<file path="config.mk">
export PLATFORM = sky130hd
export DESIGN_NAME = pipe_dmem_arbiter
export DESIGN_NICKNAME = d
export VERILOG_FILES = /design/src/rtl/pipe_dmem_arbiter.sv
export SDC_FILE = /design/constraint.sdc
export NUM_CORES = 1
export LEC_CHECK = 0
export ABC_CLOCK_PERIOD_IN_PS = 1420
export CORE_AREA = 3 3 98 100
export DETAILED_ROUTE_END_ITERATION = 6
export DIE_AREA = 0 0 101 103
export HOLD_SLACK_MARGIN = 0.03
export PLACE_DENSITY = 0.67
export SLEW_MARGIN = 20
export SYNTH_ARGS = -nofsm -noshare
export SYNTH_HDL_FRONTEND = slang
export SYNTH_SLANG_ARGS = --single-unit
</file>
<file path="constraint.sdc">
create_clock -name clock -period 1.42 [get_ports clock]
set_input_delay 0.284 -clock clock [delete_from_list [all_inputs] [get_ports clock]]
set_output_delay 0.284 -clock clock [all_outputs]
set_load 0.005 [all_outputs]
</file>
<file path="src/rtl/pipe_dmem_arbiter.sv">
// pipe_dmem_arbiter: shares the single-port data RAM between the MEM stage and a
// debug/loader port. The CPU owns the RAM by default; a debug access takes an idle
// MEM cycle, or is forced after MAX_WAIT blocked cycles by stalling the pipeline once.
// Optional statistics counters are built only when DMEM_ARB_STATS_EN is defined.
module pipe_dmem_arbiter #(
    parameter int unsigned AW       = 8,
    parameter int unsigned MAX_WAIT = 4
) (
    input  logic          clock,
    input  logic          resetn,
    input  logic          cpu_req,
    input  logic          cpu_we,
    input  logic [AW-1:0] cpu_addr,
    input  logic [31:0]   cpu_wdata,
    output logic [31:0]   cpu_rdata,
    output logic          cpu_stall,
    input  logic          dbg_req,
    input  logic          dbg_we,
    input  logic [AW-1:0] dbg_addr,
    input  logic [31:0]   dbg_wdata,
    output logic          dbg_ack,
    output logic [31:0]   dbg_rdata,
    output logic          ram_we,
    output logic [AW-1:0] ram_addr,
    output logic [31:0]   ram_wdata,
    input  logic [31:0]   ram_rdata,
    output logic [15:0]   stat_stall,
    output logic [15:0]   stat_dgnt
);

    typedef enum logic {
        S_CPU,
        S_DBG
    } state_t;

    localparam logic [2:0] WAIT_LAST = 3'(MAX_WAIT - 1);

    state_t     state;
    logic [2:0] wait_cnt;

    // Ownership FSM: count blocked debug cycles, grant debug for exactly one cycle
    always_ff @(posedge clock or negedge resetn) begin
        if (!resetn) begin
            state    <= S_CPU;
            wait_cnt <= '0;
        end else begin
            case (state)
                S_CPU: begin
                    if (dbg_req) begin
                        if (!cpu_req || wait_cnt == WAIT_LAST) begin
                            state    <= S_DBG;
                            wait_cnt <= '0;
                        end else begin
                            wait_cnt <= wait_cnt + 3'd1;
                        end
                    end else begin
                        wait_cnt <= '0;
                    end
                end
                S_DBG: begin
                    state    <= S_CPU;
                    wait_cnt <= '0;
                end
                default: begin
                    state    <= S_CPU;
                    wait_cnt <= '0;
                end
            endcase
        end
    end

    // RAM port steering and handshake decode from the registered owner only
    always_comb begin
        cpu_rdata = ram_rdata;
        dbg_rdata = ram_rdata;
        if (state == S_DBG) begin
            ram_we    = dbg_we;
            ram_addr  = dbg_addr;
            ram_wdata = dbg_wdata;
            dbg_ack   = 1'b1;
            cpu_stall = cpu_req;
        end else begin
            ram_we    = cpu_req & cpu_we;
            ram_addr  = cpu_addr;
            ram_wdata = cpu_wdata;
            dbg_ack   = 1'b0;
            cpu_stall = 1'b0;
        end
    end

`ifdef DMEM_ARB_STATS_EN
    logic [15:0] stall_q;
    logic [15:0] dgnt_q;

    // Saturating stall-cycle and debug-grant counters
    always_ff @(posedge clock or negedge resetn) begin
        if (!resetn) begin
            stall_q <= '0;
            dgnt_q  <= '0;
        end else begin
            if (cpu_stall && stall_q != 16'hFFFF) begin
                stall_q <= stall_q + 16'd1;
            end
            if (dbg_ack && dgnt_q != 16'hFFFF) begin
                dgnt_q <= dgnt_q + 16'd1;
            end
        end
    end

    assign stat_stall = stall_q;
    assign stat_dgnt  = dgnt_q;
`else
    assign stat_stall = '0;
    assign stat_dgnt  = '0;
`endif

endmodule
</file>
* Word-level counts from Yosys, hierarchy flattened
Cells that the tools add are included.
Cells by class: reductions and logical operators 2, eq/ne operators 1, bitwise gates (word level) 2, multiplexer cells 11, add/subtract/negate cells 1
Operators by type and width (count):
- 32-bit 2-to-1 mux | 1
- 8-bit 2-to-1 mux | 1
- 3-bit 2-to-1 mux | 2
- 3-bit one-hot mux with 2 select lines | 1
- 1-bit 2-to-1 mux | 5
- 3-bit by 1-bit adder with 3-bit output (second input constant) | 1
- 3-bit by 2-bit == test with 1-bit output (second input constant) | 1
- 1-bit one-hot mux with 2 select lines | 1
- 1-bit bitwise AND | 1
- 1-bit logical NOT | 1
- 1-bit logical OR | 1
- 1-bit inverter | 1
Word-level totals: flip-flop bits (word level) 4, bits of input ports 118, logic and storage cells 19

* Depth between registers and ports, before layout
Gate-level depths: netlist of run 1.
word-level depth 5, mapped depth 4

* Least setup slack after synthesis of run 1
Ideal clock, no wire load.
kind register to output, start reg state, end out ram_addr[1], required time 1136 ps, buffers on the path 2, arrival 971 ps, cell stages (with the launch flop) 4, slack 165 ps, cells stage by stage dfrtp_1 -> buf_6 -> buf_6 -> mux2_4
On the way: word-level cells in the longest chain between the ends 1
RTL lines:
- from (decl) | RTL line 38 | state_t state;
- from (signal assigned) | RTL line 44 | state <= S_CPU;
- from (signal assigned) | RTL line 51 | state <= S_DBG;
- from (signal assigned) | RTL line 61 | state <= S_CPU;
- 8-bit 2-to-1 mux | RTL line 76 | if (state == S_DBG) begin
- to (decl) | RTL line 24 | output logic [AW-1:0] ram_addr,
Every way passes these cells.

* Worst setup path in the final report of run 1
Same ends and word-level chain as after synthesis.

==> qor.yml, run 1 <==
timing.final.ws_setup_ns: -0.329
dominantRegCellSynth: "dfrtp_1"
num_io_pins: 257
yosysTopAreaCell: "buf_4"
synth_commonest_cells: "buf_4, mux2_4, dfrtp_1, mux2_2"
drv_slew: 0
path_max_fanout: 7
drt-vias-per-instance: 3.42
dp_hpwl_um: 3760
first_pass_iters: 4
nFillCells: 914
core_um2: 8760
place_congestion: 0.663
synth_cells: 160
antenna_found_initial: 0
routedWlPerCell_um: 13.8
dp.cells: 330
die-area_um2: 10400
reg2reg_slack_ns: 0.24
route.vias.total: 1175
synth_area_leaders: "buf_4, mux2_4, dfrtp_1, buf_12, mux2_2"
cts_made_buffers: 3
syn_avg_cell_area_um2: 9.88
hold_buffers: 0
drt-total-wl_um: 4740
grt_usage_pct: 7.73
p_per_area_nw_per_um2: 440
overflow: 0
cts-root-buf: "clkbuf_8"
multi_input_area_um2: 805
cts_tree: "built"
fin_util_pct: 29.9
seqCellArea_um2: 101
finalHoldViolCount: 0
leakagePower_nw: 1.21
layout.cells.non_filler: 344
grt_setup_unrepaired: "yes"
synth_seq_cells: 4
end_kind: "output port"
timing.fmax_mhz: 572
vdd_drop_max_uv: 183
fin_nets: 357
crit_type: "flop to output port"
synth_most_common_cell: "buf_4"
cts-htree-levels: 1
dieHeight_um: 103
initial_core_util_pct: 18.0
hp-class: "primary input to asynchronous set/reset pin"
drc: 0
synth_edf_count: 0
ant_nets: 0
cap_violations: 0
synth_top_area_share_pct: 45.6
ctsLongestPathBuffers: 2
status: "complete, but fails checks"
ys_seq_area_share_pct: 6.33
rows: 34
ys_types: 16
antennaDiodeCount: 0
grt_max_degree: 8
violations: "setup timing"
synth-warning-count: 0
cts_sinks: 4
grt_pass1_wl_um: 6150
startpoint_type: "flop"
syn-cell-area_um2: 1580
syn2layout_area_growth_pct: 66.0
setup_viol: 42
fin_crit_sh_pct: 123
required_ns: 1.14
async_reset_ff_share_pct: 100
fin_crit_ns: 1.75
drive_above_1_share_pct: 42.8
finalClockSkew_ns: 0.00692
cp.arrival_ns: 1.46
grt_pass1_vias: 1104
die_w_um: 101
clk_latency_ns: 0.22
first_iter_violations: 11
clkTransAtPathRegs_ns: 0.04
numPortBuffers: 128
==> placed cells by master (no fill, tap or decap), types with 32 or more instances in the layout <==
cell,Yosys,routed
clkdlybuf4s50_1,0,85
conb_1,1,32
buf_6,2,38
mux2_4,36,40
==> worst paths after layout <==
path,start,endpoint,cells past startpoint
hold reg to reg,wait_cnt[0],wait_cnt[0],1
setup / recovery,state,ram_addr[1],5
hold / removal,resetn,wait_cnt[1],1
max in group asynchronous,resetn,state,1
min in group clock,wait_cnt[0],wait_cnt[0],1
setup reg to reg,wait_cnt[0],wait_cnt[2],4
==> metrics by stage <==
step | hold slack [ns] | area [um2] | total power [W] | TNS [ns] | setup slack (ns)
2_1_floorplan | -0.0116 | 1700 | 0.000586 | 0 | 0.165
3_3_place_gp | 0.420 | 2350 | 0.000801 | -11.37 | -0.401
3_5_place_dp | 0.432 | 2350 | 0.000808 | -11.66 | -0.380
4_1_cts | 0.265 | 2620 | 0.00116 | -11.46 | -0.347
5_1_grt | 0.268 | 2620 | 0.00123 | -12.99 | -0.380
6_report | 0.263 | 2620 | 0.00116 | -11.06 | -0.329
==> final cells by class <==
type                            instances  share of cell area, %
Tap cell                              108                   5.15
Multi-Input combinational cell         84                   30.7
Sequential cell                         4                   3.86
Inverter                                2                  0.286
Timing Repair Buffer                  142                   58.3
Clock buffer                            4                   1.72
==> kinds of logic after synthesis <==
kind of cell,Yosys count,share of synthesized area (%)
fa+ha+maj,2,1.58
buf+inv,103,51.3
compound gates,1,0.316
flops,4,6.33
simple gates,9,3.17
other cells,1,0.237
mux,40,37.1
==> flip-flops by register name, indices dropped and copies added (netlist names) <==
signal / cells
wait_cnt: 3
state: 1
==> report_power, final <==
| group | internal (W) | switching (W) |
|---|---|---|
| sequential | 0.000119 | 0.00000374 |
| clock | 0.000192 | 0.0000657 |
| combinational | 0.000567 | 0.000207 |
==> worst max-delay path, stage by stage (launching register included) <==
cell and delay [ns]:
dfrtp_2 0.43, buf_6 0.13, buf_6 0.12, buf_16 0.14, mux2_4 0.30, buf_6 0.11
==> what timing repair did <==
item / in CTS / in global routing
gates cloned: 4 / 0
buffers inserted: 5 / 1
endpoints found under the setup margin: 43 / 43
resized for setup: 205 / 8
==> per-layer routing <==
layer  track usage (%)  part of all wire [%]  up-vias
met5                 0                     0        -
met4              1.74                   1.4        0
met3              4.26                    15        9
li1                  -                     -      544
met1              7.92                    32      511
met2              13.9                    51      111
Note: power is estimated with default switching activity, not from simulation.
==> run 2: changes to the inputs <==
--- a/config.mk
+++ b/config.mk
@@ -9,6 +9,7 @@
 export CORE_AREA = 3 3 98 100
 export DETAILED_ROUTE_END_ITERATION = 6
 export DIE_AREA = 0 0 101 103
+export GPL_ROUTABILITY_DRIVEN = 0
 export HOLD_SLACK_MARGIN = 0.03
 export PLACE_DENSITY = 0.67
 export SLEW_MARGIN = 20
==> results of run 2 <==
No change in the layout: final DEF, timing and power equal those of run 1.
==> run 3: changes to the inputs <==
--- a/config.mk
+++ b/config.mk
@@ -5,13 +5,13 @@
 export SDC_FILE = /design/constraint.sdc
 export NUM_CORES = 1
 export LEC_CHECK = 0
-export ABC_CLOCK_PERIOD_IN_PS = 1420
-export CORE_AREA = 3 3 98 100
+export ABC_CLOCK_PERIOD_IN_PS = 1550
+export CORE_AREA = 3 3 99 101
 export DETAILED_ROUTE_END_ITERATION = 6
-export DIE_AREA = 0 0 101 103
+export DIE_AREA = 0 0 102 104
 export GPL_ROUTABILITY_DRIVEN = 0
 export HOLD_SLACK_MARGIN = 0.03
-export PLACE_DENSITY = 0.67
+export PLACE_DENSITY = 0.69
 export SLEW_MARGIN = 20
 export SYNTH_ARGS = -nofsm -noshare
 export SYNTH_HDL_FRONTEND = slang
==> constraint.sdc (replaced) <==
create_clock -name clock -period 1.55 [get_ports clock]
set_input_delay 0.31 -clock clock [delete_from_list [all_inputs] [get_ports clock]]
set_output_delay 0.31 -clock clock [all_outputs]
set_load 0.005 [all_outputs]
==> run 3 against run 2 <==
The flow still finishes with violations (setup timing); critical path type unchanged; register-to-register slack improved by 0.04 ns; routed wire length rose by 22%; hold slack improved by 0.025 ns; combinational power fell by 3.4%; power fell by 5.1%; sequential share of layout area barely moved; core utilization fell by 0.98 points; final area rose by 0.52%; largest cell class unchanged; non-clock buffer count rose by 1.
==> qor.yml, run 3 (same netlist as run 1, synthesis figures left out) <==
ctsLongestPathBuffers: 2
startpoint_type: "flop"
first_iter_violations: 13
final_cell_area_um2: 2640
reg.largest.list: "wait_cnt: 3 flops, state: 1 flops"
path_max_fanout: 8
critical_path.top_delay_family: "buffers and inverters"
grt_setup_unrepaired: "yes"
finalHoldViolCount: 0
reg2reg_slack_ns: 0.28
drt-total-wl_um: 5790
seqCellArea_um2: 101
rr_worst_depth: 5
r2r_end: "wait_cnt[2]"
initial_core_util_pct: 17.3
timing.final.ws_setup_ns: -0.145
crit_type: "flop to output port"
routedWlPerCell_um: 16.6
clk_latency_ns: 0.22
nFillCells: 950
regToRegStartpoint: "state"
p_per_area_nw_per_um2: 416
drv_slew: 0
rows: 35
dp_hpwl_um: 4640
vdd_drop_max_uv: 167
route.vias.total: 1198
cp_cell_sequence: "buf_12 > buf_16 > mux2_4 > buf_6"
fin_nets: 358
core_um2: 9110
cts_tree: "built"
slowest_stage: "dfrtp_2"
cp.arrival_ns: 1.39
first_pass_iters: 2
leakagePower_nw: 1.21
end_kind: "output port"
top_register: "wait_cnt"
grt_pass1_vias: 1251
die-area_um2: 10600
violations: "setup timing"
hp-class: "primary input to asynchronous set/reset pin"
overflow: 0
cts_made_buffers: 3
grt_pass1_wl_um: 7720
drc: 0
setup_viol: 40
path_buf_inv: 3
num_io_pins: 257
cap_violations: 0
dieHeight_um: 104
drive_above_1_share_pct: 43.5
timing.fmax_mhz: 590
multi_input_area_um2: 803
cts-htree-levels: 1
finalPower_w: 0.00110
die_w_um: 102
antenna_found_initial: 0
final_common_cell: "clkdlybuf4s50_1"
drt-vias-per-instance: 3.44
finalClockSkew_ns: 0.0123
final_cell_mix: "clkdlybuf4s50_1, buf_6, mux2_4, conb_1"
slowest_delay_ns: 0.42
place_area_um2: 2420
grt_usage_pct: 9.69
syn2layout_area_growth_pct: 66.8
status: "complete, but fails checks"
fin_crit_sh_pct: 109
antennaDiodeCount: 0
cts_sinks: 4
ant_nets: 0
fin_crit_ns: 1.70
cts-root-buf: "clkbuf_8"
numPortBuffers: 128
grt_max_degree: 9
required_ns: 1.24
largest_register_ff_count: 3
clkTransAtPathRegs_ns: 0.04
## run 3: cell types whose count changed in the layout (fill, tap and decap cells not counted), sizes merged
| cell | before | now |
|---|---|---|
| buf | 49 | 56 |
| clkdlybuf4s15 | 3 | 0 |
| clkbuf | 7 | 5 |
| bufbuf | 1 | 0 |
## run 3: how the worst max path moves through the flow
stage             from            end  slack (ns)  cells after the start
2_1_floorplan    state    ram_addr[1]        0.27                      3
3_3_place_gp   cpu_req         ram_we       -0.39                      4
3_5_place_dp   cpu_req         ram_we       -0.39                      4
4_1_cts          state  ram_wdata[13]       -0.24                      5
5_1_grt          state  ram_wdata[27]       -0.17                      4
6_report         state  ram_wdata[28]       -0.15                      4
## run 3: metal layers
layer | track usage, % | up-vias | wire length, um
li1 | - | 545 | -
met1 | 11.6 | 522 | 2260
met2 | 13.3 | 122 | 2290
met3 | 7.98 | 9 | 1210
met4 | 2.06 | 0 | 36
met5 | 0 | - | 0
## run 3: what timing repair did
action                     4_1_cts  5_1_grt
buffers inserted                 3        0
pin swaps                        1        0
hold buffers                     0        0
gates resized for setup        231        7
setup endpoints to repair       43       41
gates cloned                     2        0
## run 3: worst register-to-register path: cells and delay by family, from the launching register on
kind | cells | cell delay (ns)
buf+inv | 3 | 0.40
simple gates | 2 | 0.37
flops | 1 | 0.42
## run 3: cell type report
| type | instances | area share [%] |
|---|---|---|
| clock buffers | 4 | 1.71 |
| repair buffers | 143 | 58.4 |
| inverters | 2 | 0.285 |
| flip-flops and latches | 4 | 3.84 |
| well taps | 111 | 5.27 |
| multi-input cells | 84 | 30.5 |
## run 3: where the power goes
part | internal (W) | switching (W)
clock network | 0.000176 | 0.0000603
registers | 0.000109 | 0.00000295
logic | 0.000525 | 0.000223
total | 0.000810 | 0.000286
## run 3: stage by stage
stage          hold WS, ns  setup TNS [ns]  setup WS, ns  cells  util (%)
5_1_grt              0.301           -5.74        -0.175    348      28.9
3_3_place_gp         0.420          -10.03        -0.387    340      26.6
4_1_cts              0.293           -6.29        -0.240    349      29.0
3_5_place_dp         0.439          -10.14        -0.386    340      26.6
2_1_floorplan       0.0144               0         0.269    191         -
6_report             0.289           -4.31        -0.145    348      28.9
